File: config.mk
export PLATFORM = sky130hd
export DESIGN_NAME = bcsa_vl_adder
export DESIGN_NICKNAME = d
export VERILOG_FILES = /design/src/rtl/bcsa_vl_adder.sv
export SDC_FILE = /design/constraint.sdc
export NUM_CORES = 1
export LEC_CHECK = 0
export BUFFER_PORTS_ARGS = -buffer_cell sky130_fd_sc_hd__buf_2
export CORE_ASPECT_RATIO = 0.6
export CORE_MARGIN = 1.5
export CORE_UTILIZATION = 30
export CTS_BUF_LIST = sky130_fd_sc_hd__clkbuf_4
export CTS_CLUSTER_SIZE = 30
export DETAILED_ROUTE_END_ITERATION = 12
export PLACE_DENSITY = 0.47
export SYNTH_ARGS = -nofsm -noshare
export SYNTH_HDL_FRONTEND = slang
export SYNTH_SLANG_ARGS = --single-unit
File: constraint.sdc
create_clock -name clk -period 6 [get_ports clk]
set_input_delay 0.3 -clock clk [delete_from_list [all_inputs] [get_ports clk]]
set_output_delay 0.3 -clock clk [all_outputs]
set_load 0.05 [all_outputs]
File: src/rtl/bcsa_vl_adder.sv
// Pipelined block carry-speculative adder with mismatch detection and an optional
// one-cycle exact correction (variable latency), behind a valid/ready handshake.
module bcsa_vl_adder #(
  parameter int WIDTH = 16,
  parameter int BLK   = 2,
  parameter int CNT_W = 16
) (
  input  logic             clk,
  input  logic             rst_n,
  input  logic             in_valid,
  output logic             in_ready,
  input  logic [WIDTH-1:0] a,
  input  logic [WIDTH-1:0] b,
  input  logic             mode,
  output logic             out_valid,
  input  logic             out_ready,
  output logic [WIDTH:0]   sum,
  output logic             err,
  output logic             fixed,
  input  logic             cnt_clr,
  output logic [CNT_W-1:0] err_cnt
);

  // state | meaning
  // IDLE  | waiting for operands, in_ready high
  // CALC  | latched operands evaluated, speculative result or go to FIX
  // FIX   | speculation failed in exact mode, load exact sum
  // DONE  | result held until out_ready
  typedef enum logic [1:0] {IDLE, CALC, FIX, DONE} state_t;

  localparam int NB = WIDTH / BLK;

  state_t           state, state_nx;
  logic             load_in;
  logic [WIDTH-1:0] a_q, b_q;
  logic             mode_q;
  logic [WIDTH:0]   spec_sum, exact_sum;
  logic [NB-1:0]    spec_c, exact_c;
  logic             mismatch;

  assign spec_c[0]  = 1'b0;
  assign exact_c[0] = 1'b0;

  // Speculative carry into block k+1 is block k's group generate; exact carry ripples.
  for (genvar k = 0; k < NB; k++) begin : g_blk
    logic [BLK:0] raw0, raw_e;
    assign raw0  = {1'b0, a_q[k*BLK +: BLK]} + {1'b0, b_q[k*BLK +: BLK]};
    assign raw_e = raw0 + (BLK+1)'(exact_c[k]);
    assign exact_sum[k*BLK +: BLK] = raw_e[BLK-1:0];
    if (k == NB-1) begin : g_last
      assign spec_sum[WIDTH:k*BLK] = raw0 + (BLK+1)'(spec_c[k]);
      assign exact_sum[WIDTH]      = raw_e[BLK];
    end else begin : g_mid
      assign spec_sum[k*BLK +: BLK] = raw0[BLK-1:0] + BLK'(spec_c[k]);
      assign spec_c[k+1]            = raw0[BLK];
      assign exact_c[k+1]           = raw_e[BLK];
    end
  end

  assign mismatch = |(spec_c ^ exact_c);

  always_ff @(posedge clk or negedge rst_n) begin
    if (!rst_n) state <= IDLE;
    else        state <= state_nx;
  end

  always_comb begin
    state_nx = state;
    load_in  = 1'b0;
    in_ready = 1'b0;
    case (state)
      IDLE: begin
        in_ready = 1'b1;
        if (in_valid) begin
          load_in  = 1'b1;
          state_nx = CALC;
        end
      end
      CALC: state_nx = (mode_q && mismatch) ? FIX : DONE;
      FIX:  state_nx = DONE;
      DONE: begin
        if (out_ready) begin
          in_ready = 1'b1;
          if (in_valid) begin
            load_in  = 1'b1;
            state_nx = CALC;
          end else begin
            state_nx = IDLE;
          end
        end
      end
      default: state_nx = IDLE;
    endcase
  end

  always_ff @(posedge clk or negedge rst_n) begin
    if (!rst_n) begin
      a_q       <= '0;
      b_q       <= '0;
      mode_q    <= 1'b0;
      out_valid <= 1'b0;
      sum       <= '0;
      err       <= 1'b0;
      fixed     <= 1'b0;
    end else begin
      if (load_in) begin
        a_q    <= a;
        b_q    <= b;
        mode_q <= mode;
      end
      if (state == CALC && !(mode_q && mismatch)) begin
        out_valid <= 1'b1;
        sum       <= spec_sum;
        err       <= mismatch;
        fixed     <= 1'b0;
      end else if (state == FIX) begin
        out_valid <= 1'b1;
        sum       <= exact_sum;
        err       <= 1'b1;
        fixed     <= 1'b1;
      end else if (state == DONE && out_ready) begin
        out_valid <= 1'b0;
      end
    end
  end

  // Clear has priority over a coincident increment.
  always_ff @(posedge clk or negedge rst_n) begin
    if (!rst_n)
      err_cnt <= '0;
    else if (cnt_clr)
      err_cnt <= '0;
    else if (state == CALC && mismatch && err_cnt != '1)
      err_cnt <= err_cnt + 1'b1;
  end

endmodule

Word level (Yosys, flattened, before mapping)
Cells that the tools add are included.

storage, ports and cells
  ROM bits = 0
  bits in writable memories = 0
  output and inout bits = 37
  bits of input ports = 38
  word-level logic and storage cells = 71
  memories kept = 0
  bits in latches = 0
  register bits after elaboration = 71

cells by class
  multipliers = 0
  div/mod/pow operators = 0
  shift operators = 0
  equal/unequal tests = 6
  $lt $le $gt $ge = 0
  bitwise gates (word level) = 1
  multiplexer cells = 20
  reductions and logical operators = 12
  $add $sub $neg = 23

operators by type and width
  kind                   count
  $mux 17                2
  $mux 16                2
  $add 2x2->3            8
  $add 3x1->3            8
  $add 16x1->16 const B  1
  $ne 16x16->1 const B   1
  $add 2x1->2            6
  $mux 1                 11
  $pmux 2 s4             1
  $reduce_or 8->1        1
  $xor 8x8->8            1
  $logic_and 1x1->1      5
  $eq 2x2->1 const B     2
  $mux 2                 2
  $ne 2x2->1 const B     2
  $pmux 1 s2             2
  $reduce_bool 2->1      2
  $reduce_bool 3->1      1
  $eq 2x1->1 const B     1
  $logic_not 2->1        1
  $reduce_and 2->1       1
  $logic_not 1->1        1

Longest topological paths before layout
Gate-level depths: netlist of the first run.

  depth in word-level cells = 13
  gate-level depth with buffers = 26
  depth with buffers taken out = 26

Worst setup path before layout of the first run
Ideal clock, no wire load.

  kind = reg-to-reg
  start = register a_q[0]
  end = register sum[16]
  period minus slack after synthesis = 4.972 ns
  stages on the path, launching flop included = 26
  library setup time = 0.125 ns
  slack = 1.028 ns
  buffers on the path = 0
  required time = 5.875 ns
  data arrival time = 4.847 ns
  cells stage by stage = dfrtp_1 > ha_1 > fa_1 > ha_1 > ha_1 > xnor2_1 > ha_1 > ha_1 > xnor2_1 > ha_1 > ha_1 > xnor2_1 > ha_1 > ha_1 > xnor2_1 > ha_1 > ha_1 > xnor2_1 > ha_1 > ha_1 > a21boi_0 > xnor2_1 > ha_1 > ha_1 > xor2_1 > mux2_2

on the way
  cells in the longest elaborated chain, start to end = 13
  elaborated cells on any way between the ends = 16
  classes of those cells = add/sub (8); mux (2); bitwise (1); reduce/logical (5)

RTL lines
  what                                                 RTL line  RTL
  start: declaration                                   35        logic [WIDTH-1:0] a_q, b_q;
  start signal: assignment                             98        a_q <= '0;
  start signal: assignment                             107       a_q <= a;
  $add 2x2->3 *                                        47        assign raw0 = {1'b0, a_q[k*BLK +: BLK]} + {1'b0, b_q[k*BLK +: BLK]};
  $add 3x1->3 (6 in series)                            48        assign raw_e = raw0 + (BLK+1)'(exact_c[k]);
  $xor 8x8->8                                          60        assign mismatch = |(spec_c ^ exact_c);
  $reduce_or 8->1                                      60
  $logic_and 1x1->1                                    111       if (state == CALC && !(mode_q && mismatch)) begin
  $logic_not 1->1                                      111
  $logic_and 1x1->1                                    111
  $mux 17 / $reduce_bool 2->1 (equally long branches)  --
  end signal: assignment                               113       sum <= spec_sum;
  end signal: assignment                               118       sum <= exact_sum;
  end: declaration                                     17        output logic [WIDTH:0] sum,

Every way passes the cells marked *; elsewhere a longest branch is shown, timed or not. The select of a mux whose other input is x is not followed.
A chain may end at the register's enable or synchronous reset.

Worst setup path in the final report of the first run
  start = register a_q[0]
  end = register sum[3]

Same word-level chain as after synthesis.

==> results.txt, run 1 <==
----------------------------------------------------
[Status]
  Result of the run ... finished, final reports clean

[STA]
  Worst Clk Skew ... 0.01525 ns
  Unrepaired setup endpoints after global routing ... no
  Setup total negative slack ... 0 ns
  Number of endpoints failing setup at the final stage ... 0
  Maximum clock frequency ... 184.3 MHz
  Min Clock Period, post-route ... 5.427 ns
  Final worst path period share ... 90.46%
  Hold violation count in the final report ... 0
  Worst-case headroom to the max-slew limit ... 37.78%
  Measured slew at the worst slew-check pin ... 0.9334 ns
  Max Transition Viols Final ... 0

[Final layout]
  FILL cells ... 1,287
  FF/Latch Area ... 1777 µm²
  Antenna diode count ... 0
  Growth of design area from synthesis to finish ... 19.37%
  Area occupied by multi-input gates ... 1927 µm²
  Final core utilization ... 36.46%
  Fraction of final layout cells sized beyond drive strength 1 ... 32.94%
  Final standard cell count with taps included and fillers excluded ... 592
  Number of nets in the final layout ... 496

[Clocking]
  Clock latency on the worst-skew pair ... 0.42 ns
  Maximum level of the CTS H-tree ... 3
  Clock tree root buffer cell ... clkbuf_4
  Number of buffers added to fix hold violations after cts ... 0
  Clk pin slew, worst setup/hold paths ... 0.13 ns
  Number of cells upsized or downsized after cts ... 0
  Maximum clock insertion buffer count ... 2
  Number of sinks driven by the clock tree ... 71
  TritonCTS clock tree ... done
  Clock buffer count from CTS ... 9
  Number of buffers inserted by post-CTS setup repair ... 0

[Routing]
  Wire length reported by the detailed router ... 8710 µm
  Number of antenna-violating nets in the routed design ... 0
  Number of iterations in the first detailed-routing pass ... 4
  Vias per Instance ... 4.569
  Overall via count from detail_route ... 2,705
  Initial drt markers ... 190
  Wire length per cell ... 14.71 µm
  Number of remaining DRC errors ... 0

[Logic synthesis]
  Synthesis Warnings ... 0
  Cell type contributing the most total cell area after synthesis ... dfrtp_1
  Share of synthesized flip-flops with an asynchronous set or reset ... 100.0%
  Register bit total from synthesis ... 71
  Cell area after synthesis ... 3901 µm²
  Number of synthesized flops with an enable pin ... 0
  Proportion of synthesized chip area in sequential cells ... 45.54%
  Cell variety after synth ... 42
  Dominant register cell in the synthesized netlist ... dfrtp_1
  Synthesized instance count ... 340
  Nets in the synthesized netlist ... 419
  Top post-synthesis cells by area ... dfrtp_1 (46%), ha_1 (11%), mux2_2 (9.8%)
  Post-synth top area share ... 45.54%
  Average instance area after synthesis ... 11.47 µm²

[Floorplan]
  Placeable Area ... 12,770 µm²
  Full die area ... 13,720 µm²
  Width of the die ... 150.2 µm
  # IOs ... 75
  Placement row count ... 32
  Chip height ... 91.33 µm
  Starting density of the core ... 30.54%

[Global route]
  Overall track demand over capacity in global routing ... 14.00%
  Pin count of the biggest net entering global routing ... 72
  Overflow after GRT ... 0
  Number of global-route vias before repair ... 2,752
  First-pass GRT wire length ... 14,510 µm
  Initial antenna violation count ... 0

[Pwr]
  Clock network power share ... 14.5%
  Sequential share of power ... 27.0%
  Total power per unit cell area ... 629.0 nW/µm²
  Total leakage power ... 2.244 nW
  Worst IR Drop VDD ... 296.0 µV
  Net switching fraction of the power ... 43.25%
  Internal power of the cells ... 1.662 mW
  Comb pwr share ... 58.4%
  Net switching power of the design ... 1.267 mW

[Critical path]
  Category of the worst setup path capture point ... flop
  Crit path arrival time ... 5.74 ns
  Required time of the critical path ... 6.31 ns
  Largest fanout on the critical path ... 10
  Worst Setup Start Kind ... flop
  Critical path start-end classification ... flop to flop

[Place]
  Port Buf Inserts ... 74
  Placer congestion estimate ... 0.7146
  Detailed-placement wirelength estimate ... 6366 µm
  Cell Count Post-Placement ... 576

[Worst hold path]
  Classification of the worst-slack hold path ... primary input to asynchronous set/reset pin

[Job]
  Max Cap Viol ... 0

----------------------------------------------------
[critical path: stages, from the launching register on]
cell     delay, ns
dfrtp_1       0.40
ha_1          0.21
fa_1          0.37
ha_1          0.22
ha_1          0.22
xnor2_1       0.14
ha_1          0.20
ha_1          0.21
xnor2_1       0.13
ha_1          0.20
ha_1          0.21
xnor2_1       0.14
ha_1          0.20
ha_1          0.21
xnor2_1       0.13
ha_1          0.20
ha_1          0.22
xnor2_1       0.17
ha_1          0.17
ha_1          0.15
or2_2         0.17
o21ai_2       0.09
a21oi_2       0.55
mux2_2        0.40
[sequential cells by signal, summed over array words and instances, names as in the netlist]
name and flops:
state 2, mode_q 1, err 1, err_cnt 16
fixed 1, out_valid 1, a_q 16, b_q 16
sum 17
[synthesized netlist by cell type (5+ instances only)]
master and count:
nand4_1 5, nor2_1 6, dfrtp_1 71, a21oi_1 16, nand2_1 23, xor2_1 6
mux2i_1 10, or4_1 10, ha_1 33, fa_1 8, xnor2_1 6, o21ai_0 18
o31ai_1 10, mux2_2 34, inv_1 36
[metrics by stage]
step                      power, mW  area, µm²  hold WS (ns)  setup slack [ns]
after floorplan               2.114       3901      0.004409             1.028
after global placement        2.540       4454        0.4642            0.6621
after detailed placement      2.529       4454        0.4769            0.5424
after CTS                     2.987       4657       0.01725            0.4830
after global routing          3.214       4657       0.04508            0.1919
final                         2.929       4657      0.006076            0.5726
[cells by family after synthesis]
group | synth area share [%]
compound gates | 8.275
xor+xnor | 2.694
fa+ha+maj | 14.69
buf+inv | 5.228
flops | 45.54
mux | 14.21
simple gates | 9.365
[metal layers]
| metal | wire length [µm] | track usage (%) | part of all wire, % | vias up |
|---|---|---|---|---|
| li1 | - | - | - | 1348 |
| met1 | 4824 | 21.96 | 55 | 1294 |
| met2 | 3378 | 18.04 | 39 | 54 |
| met3 | 410 | 4.070 | 4.7 | 9 |
| met4 | 96 | 3.922 | 1.1 | 0 |
| met5 | 0 | 0 | 0 | - |
[final timing paths]
kind	from	endpoint	slack (ns)	cells past startpoint
max reg2reg	a_q[0]	sum[3]	0.57	23
max in group asynchronous	rst_n	a_q[12]	5.39	1
max	a_q[0]	sum[3]	0.57	23
min reg2reg	out_valid	out_valid	0.50	2
min	rst_n	err_cnt[6]	0.006	1
min in group clk	a[5]	a_q[5]	0.08	3
[layout by cell type (no fill, tap or decap), drive strengths merged, types with 2 or more instances in the layout]
cell    count
or3         3
xnor2       6
bufinv      4
clkbuf      9
and3        4
or4        11
mux2       39
xor2        6
buf        78
ha         33
nor3        2
a21oi      17
a22oi       2
nor2b       2
nor2        6
dfrtp      71
fa          8
nand3       3
nand2      24
clkinv      2
o31ai      10
mux2i      10
nand4       5
o211ai      2
o21ai      20
inv        36
[area by class of cell]
cell class,instances,share of cell area (%)
flip-flops and latches,71,38.15
inverters,36,2.902
clock inverters,7,2.902
clock buffers,9,1.451
repair buffers,78,8.651
well taps,170,4.567
multi-input cells,221,41.38
[power by group through the flow]
stage | combinational, mW | clock [mW] | sequential (mW)
5_1_grt | 1.93 | 0.461 | 0.818
6_report | 1.71 | 0.426 | 0.792
4_1_cts | 1.75 | 0.444 | 0.795
3_3_place_gp | 1.74 | 0 | 0.805
2_1_floorplan | 1.10 | 0 | 1.01
3_5_place_dp | 1.72 | 0 | 0.804
No activity file was read; power rests on OpenSTA's default activity.
==> inputs of run 2 (changes only) <==
clock period = 7 ns   (was 6 ns; I/O delays follow)
==> run 2 against run 1 <==
Net effect: fmax fell by 4.3%; sequential share of layout area grew 0.53 points; final cell count decreased by 0.51%; routed wire length fell by 0.98%; worst hold slack improved by 0.022 ns; die area unchanged; sequential power is 15% lower; critical path type unchanged; largest cell class unchanged; via count is 0.89% lower; first-iteration DRC count is 51% lower; power decreased by 17%; clock power shrank 31%; combinational power decreased by 14%.
==> results.txt, run 2 (synthesized netlist as in run 1, its figures left out) <==
----------------------------------------------------
[Final layout]
  Final standard cell count with taps included and fillers excluded ... 589
  Top reg by flops ... sum
  Commonest non-fill, non-tap cell in the layout ... buf_2
  Fraction of final layout cells sized beyond drive strength 1 ... 32.94%
  FILL cells ... 1,293
  Area occupied by multi-input gates ... 1927 µm²
  FF/Latch Area ... 1777 µm²
  Growth of design area from synthesis to finish ... 17.74%
  Number of nets in the final layout ... 494
  Antenna diode count ... 0
  Number of flip-flops in the largest register ... 17
  Commonest cells after routing, fill and taps aside ... buf_2 (73), dfrtp_1 (71), inv_1 (36), mux2_2 (34), ha_1 (33)

[STA]
  Max Transition Viols Final ... 0
  Final worst path period share ... 81.00%
  Worst-case headroom to the max-slew limit ... 37.53%
  Measured slew at the worst slew-check pin ... 0.9371 ns
  Setup total negative slack ... 0 ns
  Hold violation count in the final report ... 0
  Unrepaired setup endpoints after global routing ... no
  Min Clock Period, post-route ... 5.670 ns
  Worst Clk Skew ... 0.01766 ns
  Number of endpoints failing setup at the final stage ... 0
  Maximum clock frequency ... 176.4 MHz

[Global route]
  Pin count of the biggest net entering global routing ... 72
  Number of global-route vias before repair ... 2,788
  First-pass GRT wire length ... 14,300 µm
  Overall track demand over capacity in global routing ... 13.75%
  Overflow after GRT ... 0
  Initial antenna violation count ... 0

[Critical path]
  R2R Path End ... err_cnt[15]
  Critical path start-end classification ... flop to flop
  Largest fanout on the critical path ... 11
  Required time of the critical path ... 7.31 ns
  Largest stage delay, worst path ... 0.61 ns
  Crit path arrival time ... 5.98 ns
  Worst Setup Start Kind ... flop
  Most frequent cell on the critical path ... ha_1
  Standard cell with the maximum stage delay on the critical path ... o211ai_1
  Ordered cell list for the critical path ... ha_1, fa_1, ha_1, ha_1, xnor2_1, ha_1, ha_1, xnor2_1, ha_1, ha_1, xnor2_1, ha_1, ha_1, xnor2_1, ha_1, ha_1, xnor2_1, ha_1, ha_1, or2_2, o211ai_1, nor4bb_1, mux2_1
  Category of the worst setup path capture point ... flop
  Depth of the worst register-to-register path ... 23
  Startpoint of the worst register-to-register path ... a_q[0]
  R2R setup slack ... 1.33 ns

[Worst hold path]
  Classification of the worst-slack hold path ... primary input to asynchronous set/reset pin

[Clocking]
  Number of buffers inserted by post-CTS setup repair ... 0
  Clock tree root buffer cell ... clkbuf_4
  Number of buffers added to fix hold violations after cts ... 0
  Maximum level of the CTS H-tree ... 3
  Clock latency on the worst-skew pair ... 0.42 ns
  Number of cells upsized or downsized after cts ... 0
  Clk pin slew, worst setup/hold paths ... 0.13 ns
  Number of sinks driven by the clock tree ... 71
  Maximum clock insertion buffer count ... 2
  TritonCTS clock tree ... done
  Clock buffer count from CTS ... 9

[Floorplan]
  # IOs ... 75
  Full die area ... 13,720 µm²
  Placement row count ... 32
  Starting density of the core ... 30.54%
  Placeable Area ... 12,770 µm²
  Chip height ... 91.33 µm
  Width of the die ... 150.2 µm

[Routing]
  Initial drt markers ... 93
  Number of antenna-violating nets in the routed design ... 0
  Vias per Instance ... 4.552
  Wire length reported by the detailed router ... 8625 µm
  Number of remaining DRC errors ... 0
  Overall via count from detail_route ... 2,681
  Number of iterations in the first detailed-routing pass ... 4
  Wire length per cell ... 14.64 µm

[Pwr]
  Total leakage power ... 2.216 nW
  Worst IR Drop VDD ... 286.3 µV
  Total power per unit cell area ... 530.3 nW/µm²

[Job]
  Max Cap Viol ... 0

[Place]
  Cell Count Post-Placement ... 574
  Port Buf Inserts ... 74
  Placer congestion estimate ... 0.7100
  Detailed-placement wirelength estimate ... 6334 µm

[Status]
  Result of the run ... finished, final reports clean

----------------------------------------------------
-- run 2: power by group --
| part | internal (mW) | switching [mW] |
|---|---|---|
| Clock | 0.142 | 0.151 |
| Sequential | 0.585 | 0.0879 |
| Combinational | 0.622 | 0.847 |
-- run 2: worst max-delay path by stage --
| stage | to | cells past startpoint | startpoint | slack, ns |
|---|---|---|---|---|
| 6_report | err_cnt[15] | 23 | a_q[0] | 1.33 |
| 5_1_grt | err_cnt[15] | 23 | a_q[0] | 1.0 |
| 4_1_cts | err_cnt[15] | 23 | a_q[0] | 1.29 |
| 3_5_place_dp | err_cnt[15] | 23 | a_q[0] | 1.33 |
| 3_3_place_gp | err_cnt[15] | 23 | a_q[0] | 1.54 |
| 2_1_floorplan | sum[16] | 25 | a_q[0] | 2.03 |
-- run 2: through the flow --
stage          hold WS (ns)  area, µm²  worst slack, ns  total power [mW]  util (%)
2_1_floorplan       0.05441       3901            2.028             1.812         -
4_1_cts             0.07173       4593            1.290             2.486     35.96
6_report            0.02809       4593            1.330             2.436     35.96
5_1_grt             0.09827       4593           0.9992             2.673     35.96
3_3_place_gp         0.4608       4439            1.538             2.168     34.76
3_5_place_dp         0.4796       4439            1.332             2.168     34.76
-- run 2: worst max-delay path, delay by kind of cell (launching register included) --
| family | cells | cell delay (ns) |
|---|---|---|
| fa+ha+maj | 14 | 3.04 |
| mux | 1 | 0.35 |
| simple gates | 2 | 0.47 |
| compound gates | 1 | 0.61 |
| xor+xnor | 5 | 0.68 |
| flops | 1 | 0.40 |
-- run 2: area by class of cell --
type                       instances  area share [%]
tap                              170           4.631
clock buffer                       9           1.471
multi-input combinational        221           41.95
inverter                          36           2.942
clock inverter                     6           1.880
timing repair buffer              76           8.445
sequential                        71           38.68
-- run 2: per-layer routing --
layer,vias to the layer above,share of wire (%),track usage (%)
met2,58,39,18.12
li1,1341,-,-
met3,10,6.3,5.075
met4,0,1.2,3.922
met1,1272,53,20.51
met5,-,0,0
==> inputs of run 3 (changes only) <==
clock period = 5.25 ns   (was 7 ns; I/O delays follow)
==> run 3 against run 2 <==
Net effect: clock skew grew 0.00082 ns; critical path type unchanged; fmax grew 12%; via count grew 4.5%; flip-flop and latch count is the same; final cell count grew 3.4%.
==> results.txt, run 3 (synthesized netlist as in run 1, its figures left out) <==
----------------------------------------------------
[STA]
  Worst Clk Skew ... 0.01848 ns
  Maximum clock frequency ... 198.2 MHz
  Setup total negative slack ... 0 ns
  Number of endpoints failing setup at the final stage ... 0
  Final worst path period share ... 96.13%
  Measured slew at the worst slew-check pin ... 0.9279 ns
  Worst-case headroom to the max-slew limit ... 38.14%
  Min Clock Period, post-route ... 5.047 ns
  Hold violation count in the final report ... 0
  Max Transition Viols Final ... 0
  Unrepaired setup endpoints after global routing ... no

[Clocking]
  Maximum clock insertion buffer count ... 2
  TritonCTS clock tree ... done
  Clock tree root buffer cell ... clkbuf_4
  Maximum level of the CTS H-tree ... 3
  Clock latency on the worst-skew pair ... 0.44 ns
  Number of sinks driven by the clock tree ... 71
  Clock buffer count from CTS ... 9
  Clk pin slew, worst setup/hold paths ... 0.14 ns

[Floorplan]
  # IOs ... 75
  Chip height ... 91.33 µm
  Starting density of the core ... 30.54%
  Full die area ... 13,720 µm²
  Width of the die ... 150.2 µm
  Placeable Area ... 12,770 µm²
  Placement row count ... 32

[Global route]
  Number of global-route vias before repair ... 2,700
  Initial antenna violation count ... 0
  First-pass GRT wire length ... 14,500 µm
  Overflow after GRT ... 0
  Overall track demand over capacity in global routing ... 13.82%
  Pin count of the biggest net entering global routing ... 72

[Critical path]
  Largest fanout on the critical path ... 2
  Critical path start-end classification ... flop to flop
  Depth of the worst register-to-register path ... 25
  Startpoint of the worst register-to-register path ... a_q[0]
  Termination of the worst setup path ... sum[16]
  Required time of the critical path ... 5.58 ns
  Category of the worst setup path capture point ... flop
  R2R Path End ... sum[16]
  Critical path launch point ... a_q[0]
  Crit path arrival time ... 5.37 ns
  Worst Setup Start Kind ... flop
  R2R setup slack ... 0.20 ns

[Final layout]
  Fraction of final layout cells sized beyond drive strength 1 ... 38.27%
  Antenna diode count ... 0
  Commonest cells after routing, fill and taps aside ... buf_2 (74), dfrtp_1 (71), inv_1 (36), mux2_2 (34)
  Growth of design area from synthesis to finish ... 25.18%
  Commonest non-fill, non-tap cell in the layout ... buf_2
  FILL cells ... 1,256
  Number of nets in the final layout ... 513
  Number of flip-flops in the largest register ... 17
  Final core utilization ... 38.23%
  Top reg by flops ... sum

[Routing]
  Overall via count from detail_route ... 2,802
  Vias per Instance ... 4.601
  Number of iterations in the first detailed-routing pass ... 4
  Wire length reported by the detailed router ... 8828 µm
  Wire length per cell ... 14.50 µm
  Number of remaining DRC errors ... 0
  Initial drt markers ... 101
  Number of antenna-violating nets in the routed design ... 0

[Place]
  Placer congestion estimate ... 0.7432
  Port Buf Inserts ... 74
  Detailed-placement wirelength estimate ... 6417 µm

[Pwr]
  Worst IR Drop VDD ... 390.8 µV
  Total power per unit cell area ... 721.1 nW/µm²
  Total leakage power ... 2.306 nW

[Worst hold path]
  Startpoint of the lowest-slack hold path ... b[9]
  Classification of the worst-slack hold path ... primary input to flop

[Job]
  Max Cap Viol ... 0

[Status]
  Result of the run ... finished, final reports clean

----------------------------------------------------
==> run 3: worst min-delay path by stage <==
stage | endpoint | cells past startpoint | slack [ns]
global route | b_q[4] | 2 | 0.002
global placement | err_cnt[5] | 1 | 0.47
finish | b_q[9] | 3 | 0.04
floorplan | a_q[0] | 0 | -0.03
CTS | b_q[9] | 3 | 0.002
detailed placement | fixed | 1 | 0.47
==> run 3: timing repair <==
| action | CTS | global route |
|---|---|---|
| endpoints found under the hold margin | 63 | 3 |
| buffers inserted | 1 | 2 |
| gates resized for setup | 14 | 13 |
| gates cloned | 1 | 0 |
| setup endpoints to repair | 33 | 31 |
| hold buffers | 3 | 3 |
| pin swaps | 6 | 5 |
==> run 3: final cells by class <==
| type | instances | area [µm²] | area share [%] |
|---|---|---|---|
| clock buffers | 9 | 67.56 | 1.384 |
| clock inverters | 7 | 96.34 | 1.973 |
| repair buffers | 95 | 546.8 | 11.20 |
| multi-input cells | 221 | 2048 | 41.94 |
| well taps | 170 | 212.7 | 4.356 |
| flip-flops and latches | 71 | 1777 | 36.38 |
| inverters | 36 | 135.1 | 2.767 |
==> run 3: power by group <==
group,total [mW],internal (mW),switching [mW]
combinational,2.22,1.01,1.21
sequential,0.900,0.780,0.120
clock,0.406,0.193,0.213
total,3.52,1.98,1.54
==> run 3: metal layers <==
metal  vias to the layer above  global-route usage [%]  share of wire [%]
li1                       1381                       -                  -
met1                      1362                   21.16                 54
met2                        51                   17.47                 39
met3                         8                   5.075                5.5
met4                         0                   4.167                1.1
met5                         -                       0                  0
==> run 3: through the flow <==
| step | cells | area (µm²) | total power, mW | worst slack [ns] | hold slack, ns |
|---|---|---|---|---|---|
| after global placement | 583 | 4507 | 2.917 | 0.009613 | 0.4715 |
| after floorplan | 340 | 3901 | 2.416 | 0.2781 | -0.03309 |
| after detailed placement | 583 | 4507 | 2.926 | -0.1171 | 0.4670 |
| final | 609 | 4883 | 3.521 | 0.2034 | 0.03623 |
| after global routing | 609 | 4883 | 3.852 | 0.009721 | 0.001578 |
| after CTS | 604 | 4778 | 3.446 | 0.02289 | 0.002324 |
==> run 3: worst max-delay path, cell delays in order (launching register included) <==
cell      delay (ns)
dfrtp_1         0.41
ha_1            0.21
fa_1            0.37
ha_1            0.21
ha_2            0.18
xnor2_1         0.12
ha_1            0.20
ha_2            0.18
xnor2_1         0.13
ha_2            0.20
ha_4            0.17
xnor2_2         0.13
ha_2            0.20
ha_4            0.16
xnor2_2         0.12
ha_2            0.20
ha_4            0.18
xnor2_2         0.13
ha_2            0.20
ha_4            0.16
a21boi_2        0.15
xnor2_1         0.14
ha_1            0.19
ha_1            0.18
xor2_1          0.16
mux2_2          0.25
